===== src/rtl/ddr3_test_reset_seq.sv =====
// Reset/start sequencer for a DDR3 controller test harness: debounced push
// button, global/soft reset pulses, calibration wait with tick-based timeouts.
module ddr3_test_reset_seq #(
  parameter int TICK_DIV      = 4000000,
  parameter int DB_LEN        = 3,
  parameter int GRST_CYC      = 64,
  parameter int SRST_CYC      = 32,
  parameter int TIMEOUT_TICKS = 64
) (
  input  logic       iCLK,
  input  logic       iRST_n,
  input  logic       iBUTTON,
  input  logic       iPLL_LOCK,
  input  logic       iLOCAL_INIT_DONE,
  input  logic       iCAL_SUCCESS,
  input  logic       iCAL_FAIL,
  output logic       oGLOBAL_RESET_n,
  output logic       oSOFT_RESET_n,
  output logic       oSTART_n,
  output logic [2:0] oSTATE,
  output logic       oTIMEOUT,
  output logic       oBTN_DB
);

  typedef enum logic [2:0] {
    S_GRST      = 3'd0,
    S_WAIT_LOCK = 3'd1,
    S_SRST      = 3'd2,
    S_WAIT_CAL  = 3'd3,
    S_START     = 3'd4,
    S_RUN       = 3'd5,
    S_FAULT     = 3'd6
  } state_t;

  localparam int TICK_W  = (TICK_DIV > 1) ? $clog2(TICK_DIV) : 1;
  localparam int CYC_MAX = (GRST_CYC > SRST_CYC) ? GRST_CYC : SRST_CYC;
  localparam int CYC_W   = (CYC_MAX > 1) ? $clog2(CYC_MAX) : 1;
  localparam int TO_W    = (TIMEOUT_TICKS > 0) ? $clog2(TIMEOUT_TICKS + 1) : 1;

  localparam logic [TICK_W-1:0] TICK_LAST = TICK_W'(TICK_DIV - 1);
  localparam logic [CYC_W-1:0]  GRST_LAST = CYC_W'(GRST_CYC - 1);
  localparam logic [CYC_W-1:0]  SRST_LAST = CYC_W'(SRST_CYC - 1);
  localparam logic [CYC_W-1:0]  CYC_SAT   = {CYC_W{1'b1}};
  localparam logic [TO_W-1:0]   TO_LIMIT  = TO_W'(TIMEOUT_TICKS);

  logic              btn_s1, btn_s2;
  logic [TICK_W-1:0] tick_cnt;
  logic              tick;
  logic [DB_LEN-1:0] db_sr;
  logic              btn_db, btn_db_q;
  logic              db_flip, press;

  state_t            state, state_nxt;
  logic [CYC_W-1:0]  cyc_cnt;
  logic [TO_W-1:0]   to_cnt;
  logic              timeout, to_fault, restart;
  logic              glob_nxt, soft_nxt, start_nxt, tout_nxt;

  // Button front end: two-flop synchroniser, sample tick, debounce shifter.
  // NOTE: sequential state uses non-blocking assignments so every flop
  // samples pre-edge values regardless of statement order.
  always_ff @(posedge iCLK or negedge iRST_n) begin
    if (!iRST_n) begin
      btn_s1   <= 1'b1;
      btn_s2   <= 1'b1;
      tick_cnt <= '0;
      db_sr    <= '1;
      btn_db   <= 1'b1;
      btn_db_q <= 1'b1;
    end else begin
      btn_s1   <= iBUTTON;
      btn_s2   <= btn_s1;
      tick_cnt <= tick ? '0 : tick_cnt + 1'b1;
      btn_db_q <= btn_db;
      if (tick)    db_sr  <= (db_sr << 1) | DB_LEN'(btn_s2);
      if (db_flip) btn_db <= ~btn_db;
    end
  end

  assign tick    = (tick_cnt == TICK_LAST);
  assign db_flip = btn_db ? (db_sr == '0) : (&db_sr);
  assign press   = btn_db_q & ~btn_db;
  assign timeout = (to_cnt == TO_LIMIT);
  assign restart = press || (state_nxt != state);

  // State register, per-state counters and registered outputs.
  always_ff @(posedge iCLK or negedge iRST_n) begin
    if (!iRST_n) begin
      state           <= S_GRST;
      cyc_cnt         <= '0;
      to_cnt          <= '0;
      oGLOBAL_RESET_n <= 1'b0;
      oSOFT_RESET_n   <= 1'b0;
      oSTART_n        <= 1'b1;
      oTIMEOUT        <= 1'b0;
    end else begin
      state           <= state_nxt;
      cyc_cnt         <= restart ? '0 : (cyc_cnt == CYC_SAT) ? cyc_cnt : cyc_cnt + 1'b1;
      to_cnt          <= restart ? '0 : (tick && !timeout) ? to_cnt + 1'b1 : to_cnt;
      oGLOBAL_RESET_n <= glob_nxt;
      oSOFT_RESET_n   <= soft_nxt;
      oSTART_n        <= start_nxt;
      oTIMEOUT        <= tout_nxt;
    end
  end

  // Next state; a press overrides every other transition.
  // NOTE: every combinational output gets a default first so no path
  // through the case leaves it unassigned (which would infer a latch).
  always_comb begin
    state_nxt = state;
    to_fault  = 1'b0;
    if (press) begin
      state_nxt = S_GRST;
    end else begin
      case (state)
        S_GRST:      if (cyc_cnt == GRST_LAST) state_nxt = S_WAIT_LOCK;
        S_WAIT_LOCK: begin
          if (iPLL_LOCK) state_nxt = S_SRST;
          else if (timeout) begin
            state_nxt = S_FAULT;
            to_fault  = 1'b1;
          end
        end
        S_SRST:      if (cyc_cnt == SRST_LAST) state_nxt = S_WAIT_CAL;
        S_WAIT_CAL: begin
          if (iCAL_FAIL) state_nxt = S_FAULT;
          else if (iLOCAL_INIT_DONE && iCAL_SUCCESS) state_nxt = S_START;
          else if (timeout) begin
            state_nxt = S_FAULT;
            to_fault  = 1'b1;
          end
        end
        S_START:     state_nxt = S_RUN;
        S_RUN:       if (!iPLL_LOCK) state_nxt = S_FAULT;
        S_FAULT:     state_nxt = S_FAULT;
        default:     state_nxt = S_GRST;
      endcase
    end
  end

  // Outputs are decoded from the next state so they line up with oSTATE.
  always_comb begin
    glob_nxt  = 1'b1;
    soft_nxt  = 1'b1;
    start_nxt = 1'b1;
    tout_nxt  = oTIMEOUT;
    case (state_nxt)
      S_GRST: begin
        glob_nxt = 1'b0;
        soft_nxt = 1'b0;
        tout_nxt = 1'b0;
      end
      S_SRST:  soft_nxt  = 1'b0;
      S_START: start_nxt = 1'b0;
      S_FAULT: if (to_fault) tout_nxt = 1'b1;
      default: ;
    endcase
  end

  assign oSTATE  = state;
  assign oBTN_DB = btn_db;

endmodule


===== config.mk =====
export PLATFORM = sky130hd
export DESIGN_NAME = ddr3_test_reset_seq
export DESIGN_NICKNAME = d
export VERILOG_FILES = /design/src/rtl/ddr3_test_reset_seq.sv
export SDC_FILE = /design/constraint.sdc
export NUM_CORES = 1
export LEC_CHECK = 0
export CAP_MARGIN = 20
export CORE_MARGIN = 2
export CORE_UTILIZATION = 63
export DETAILED_ROUTE_END_ITERATION = 16
export PLACE_DENSITY = 0.89
export SLEW_MARGIN = 10
export SYNTH_ARGS = -nofsm -noshare
export SYNTH_HDL_FRONTEND = slang
export SYNTH_SLANG_ARGS = --single-unit

===== constraint.sdc =====
create_clock -name iCLK -period 6.68 [get_ports iCLK]
set_input_delay 1.336 -clock iCLK [delete_from_list [all_inputs] [get_ports iCLK]]
set_output_delay 1.336 -clock iCLK [all_outputs]
set_load 0.02 [all_outputs]

Word-level counts from Yosys, hierarchy flattened:

Cells that the tools add are included.

* add/sub/neg operators: 3
* equal/unequal tests: 16
* multiplexer cells: 26
* bitwise operators: 3
* reduce and logical (&&, ||, !) cells: 12

Operators by type and width (number)
* $mux 3: 8
* $add 22x1->22 const B: 1
* $eq 22x22->1 const B: 1
* $mux 22: 1
* $pmux 3 s7: 1
* $eq 3x3->1 const B: 5
* $mux 7: 2
* $mux 6: 2
* $mux 1: 10
* $eq 3x2->1 const B: 3
* $logic_not 3->1: 3
* $add 7x1->7 const B: 1
* $eq 7x7->1 const B: 1
* $add 6x1->6 const B: 1
* $eq 6x5->1 const B: 1
* $eq 6x6->1 const B: 1
* $ne 2x2->1 const B: 2
* $pmux 1 s2: 2
* $reduce_bool 2->1: 2
* $eq 3x1->1 const B: 1
* $ne 3x3->1: 1
* $or 3x1->3: 1
* $reduce_and 3->1: 1
* $logic_and 1x1->1: 2
* other kinds (6): 6

* flip-flop bits (word level): 49
* input port bits: 7
* output and inout port bits: 8
* word-level logic and storage cells: 73

Longest topological paths before layout:

* word-level depth: 9
* depth in mapped cells: 8
* depth with buffers taken out: 7

Worst setup path before layout:

OpenSTA, ideal clock, no wires.

* path type: in2reg
* from: in iLOCAL_INIT_DONE
* to: reg cyc_cnt[0]
* library setup time: 132 ps
* data arrival time: 2317 ps
* slack: 4231 ps
* cell stages on the path: 6
* buffers on the path: 1
* cells stage by stage: nand2_1 -> a31oi_1 -> nor3_1 -> o211ai_1 -> clkbuf_1 -> nor2_1

* word-level cells in the longest chain between the ends: 8
* elaborated cells between the ends (all ways): 9
* those cells by class: eq/ne: 2; mux: 5; reduce/logical: 2

RTL lines
* start: declaration: line 14 `input logic iLOCAL_INIT_DONE,`
* $logic_and 1x1->1 *: line 128 `else if (iLOCAL_INIT_DONE && iCAL_SUCCESS) state_nxt = S_START;`
* $mux 3 *: line 128
* $mux 3 *: line 127 `if (iCAL_FAIL) state_nxt = S_FAULT;`
* $pmux 3 s7 *: line 116 `case (state)`
* $mux 3 *: line 113 `if (press) begin`
* $ne 3x3->1 *: line 84 `assign restart = press || (state_nxt != state);`
* $logic_or 1x1->1 *: line 84
* $ne 2x2->1 (no source line) / $mux 6 (equally long branches)
* end signal: assignment: line 98 `cyc_cnt <= restart ? '0 : (cyc_cnt == CYC_SAT) ? cyc_cnt : cyc_cnt + 1'b1;`
* end: declaration: line 54 `logic [CYC_W-1:0] cyc_cnt;`

Mark *: on every way between the ends. The rest lies on a longest branch, timed or not.
A chain may end at the register's enable or synchronous reset.

Worst setup path in the final report:

* from: in iPLL_LOCK
* to: reg cyc_cnt[4]

* word-level cells in the longest chain between the ends: 6
* elaborated cells between the ends (all ways): 8
* those cells by class: eq/ne: 2; mux: 5; reduce/logical: 1

RTL lines
* start: declaration: line 13 `input logic iPLL_LOCK,`
* $mux 3, on equally long branches: line 135, 119
* $pmux 3 s7 *: line 116
* $mux 3 *: line 113
* $ne 3x3->1 *: line 84
* $logic_or 1x1->1 *: line 84
* $ne 2x2->1 (no source line) / $mux 6 (equally long branches)

Marks and branches as above.

==> metrics.yaml <==
routing:
  wl_per_cell_um: 13.62
  wirelength_um: 4140
  antenna_left: 0
  viasPerCell: 5.720
  drtPass1Iterations: 4
  drt_iter0_drc: 166
  vias: 1739
  drcViolationCount: 0
synth:
  syn_area_per_cell_sq_um: 9.884
  synth_cell_types: 42
  yosys_warnings: 0
  yosysSeqAreaShare_pct: 52.33
  synth.top_cell.area_share_pct: 43.43
  synth.largest_area_cell: "dfrtp_1"
  syn_area_sq_mm: 0.002362
  synth_cells: 239
  synth_area_leaders: "dfrtp_1, dfstp_2, xnor2_1, nor2_1, nand3_1"
  synth_fp_nets: 250
  yosys_register_bits: 49
cts:
  hold_buffers: 0
  clockBufferDepth: 2
  clk_pin_slew_worst_paths_ps: 90
  cts_root_buffer: "clkbuf_8"
  cts_buffers: 5
  post_cts_resized: 0
  postCtsSetupBuffers: 0
  clock_latency_ps: 310
  cts_tree: "done"
  clkSinkCount: 49
  htree_levels: 2
placement:
  gp_congestion: 0.7592
  dp_slack_ps: 3273
  numPortBuffers: 14
  place_hpwl_um: 2925
  placed_cells: 295
critical_path:
  cp_max_fo: 13
  critPathLaunchType: "primary input"
  end_kind: "register"
  cp.arrival_ps: 3230
  critPathKind: "primary input to register"
  cp.required_ps: 6830
die:
  start_util_pct: 65.01
  die_h_um: 65.24
  core_area_sq_mm: 0.003633
  io_pins: 15
  die_w_um: 65.24
  rows: 22
  die_area_sq_mm: 0.004256
grt:
  overflow: 0
  grt_max_degree: 50
  antenna_found_initial: 0
  grt_pass1_wl_um: 7300
  grt_pass1_vias: 1673
  groute.usage.overall_pct: 22.39
pwr:
  power.leakage_uw: 0.001112
  power_frac_clock_pct: 24.6
  p_per_area_mw_per_mm2: 267.6
  p_sw_share_pct: 33.56
  seq_power_share_pct: 51.3
  p_sw_uw: 237.5
  pwr-share-comb_pct: 24.1
  cell_internal_pwr_uw: 470.1
  max-vdd-ir-drop_v: 0.0001936
final_layout:
  multi_input_area_sq_mm: 0.001069
  layoutNonFillerInstCount: 304
  area_delta_synth_final_pct: 11.92
  nets: 266
  nFillCells: 279
  antenna_cells: 0
  seq_area_sq_mm: 0.001236
  drive_gt1_share_pct: 9.766
timing:
  maxSlewHeadroom_pct: 33.40
  finalMaxSlewViolations: 0
  fin_tns_setup_ps: 0
  hold_ws_ps: 360.0
  hold_viol: 0
  tightest_slew_ps: 994.6
  fmax_mhz: 324.4
  fin_crit_ps: 3083
  rsz0062_at_grt: "no"
  layout_setup_ws_ps: 3597
  fin_crit_sh_pct: 46.15
  setup_viol: 0
  clock_skew_ps: 6.533
job:
  max_cap_violations: 0
worst_hold_path:
  min_path_type: "register to register"
outcome:
  status: "completed"
final cells by class:
type	instances	share of cell area, %
sequential	49	46.76
multi-input combinational	175	40.42
timing repair buffer	15	5.868
clock buffer	5	2.603
tap	48	2.272
inverter	9	1.278
clock inverter	3	0.8045
power by group through the flow:
| stage | clock network (uW) | logic, uW | registers [uW] |
|---|---|---|---|
| finish | 174 | 170 | 363 |
| global route | 188 | 192 | 369 |
| CTS | 180 | 171 | 362 |
| detailed placement | 0 | 170 | 368 |
| global placement | 0 | 167 | 366 |
| floorplan | 0 | 111 | 366 |
critical path: stages:
cell             delay (ps)
clkdlybuf4s50_1         560
nor2_1                   70
a31oi_1                 200
nor3_1                  100
o211ai_1                820
nor3_1                  150
cell usage after synthesis:
library cell and n:
or2_2 2, and2_1 5, and4_1 1, mux2i_1 1, or4b_4 1, or4_1 2
inv_1 9, nor4bb_1 1, nor3_1 6, ha_1 4, a22oi_1 1, o211ai_1 3
a311oi_1 1, nand3_1 20, nand2_4 1, o21ai_1 4, nor4_1 1, clkbuf_1 4
buf_2 1, nor2b_1 1, mux2_2 1, and3_1 5, o31ai_1 3, a31oi_1 5
nand2b_1 4, a21oi_1 8, xnor2_1 13, a211oi_1 2, o21ai_0 8, nand3b_1 1
nor2_2 1, nor3b_1 2, dfrtp_1 41, nand2_1 19, xor2_1 9, nor2_1 27
dfstp_2 8, nor4_4 1, o41ai_1 1, o21bai_1 1, nand4_1 9, buf_1 1
registers in the layout, summed over array words and instances, names as in the netlist:
signal and count:
btn_db_q 1, btn_s1 1, tick_cnt 22, oTIMEOUT 1, oGLOBAL_RESET_n 1, to_cnt 7
oSOFT_RESET_n 1, cyc_cnt 6, oSTATE 3, oSTART_n 1, btn_s2 1, oBTN_DB 1
db_sr 3
routing by layer:
layer,share of wire (%),GRT usage (%)
met4,1.3,6.510
met5,0,0
met3,2.9,5.137
met1,46,28.32
met2,50,38.52
final timing paths:
path                                       start                     end  slack, ps  depth (start not counted)
min in group asynchronous                 iRST_n  cyc_cnt[4]$_DFFE_PN0P_        960                          1
setup / recovery                       iPLL_LOCK  cyc_cnt[4]$_DFFE_PN0P_       3600                          6
hold / removal                  btn_s1$_DFF_PN1_        btn_s2$_DFF_PN1_        360                          0
hold reg to reg                 btn_s1$_DFF_PN1_        btn_s2$_DFF_PN1_        360                          0
setup reg to reg           tick_cnt[9]$_DFF_PN0_   to_cnt[6]$_DFFE_PN0P_       4190                          5
max in group asynchronous                 iRST_n    db_sr[0]$_DFFE_PN1N_       5140                          2
layout by cell type (no fill, tap or decap), types with 2 or more instances in the layout:
| cell type | count |
|---|---|
| nand4_1 | 9 |
| nor3_1 | 6 |
| o21ai_1 | 4 |
| dfstp_2 | 8 |
| xnor2_1 | 13 |
| o31ai_1 | 3 |
| nor2_1 | 27 |
| ha_1 | 4 |
| or2_2 | 2 |
| dfrtp_1 | 41 |
| nand2_1 | 19 |
| a211oi_1 | 2 |
| o21ai_0 | 8 |
| nand3_1 | 20 |
| xor2_1 | 9 |
| or4_1 | 2 |
| and2_1 | 5 |
| inv_1 | 9 |
| clkbuf_8 | 5 |
| o211ai_1 | 3 |
| a21oi_1 | 8 |
| clkdlybuf4s50_1 | 13 |
| and3_1 | 5 |
| nor3b_1 | 2 |
| nand2b_1 | 4 |
| a31oi_1 | 5 |
logic make-up after synthesis:
| family | Yosys count | synth area share [%] |
|---|---|---|
| AO/OA/AOI/OAI | 37 | 9.481 |
| XOR/XNOR | 22 | 8.157 |
| adder cells (fa/ha/maj) | 4 | 2.119 |
| buffers and inverters | 15 | 2.436 |
| flip-flops | 49 | 52.33 |
| multiplexers | 2 | 0.9004 |
| AND/OR/NAND/NOR | 110 | 24.58 |
metrics by stage:
step	power (uW)	util (%)	instance area, sq um
final	707.6	72.76	2644
after CTS	712.7	72.21	2624
after detailed placement	538.4	69.73	2534
after floorplan	477.0	-	2362
after global placement	533.1	69.73	2534
after global routing	749.5	72.76	2644
Note: power is estimated with default switching activity, not from simulation.
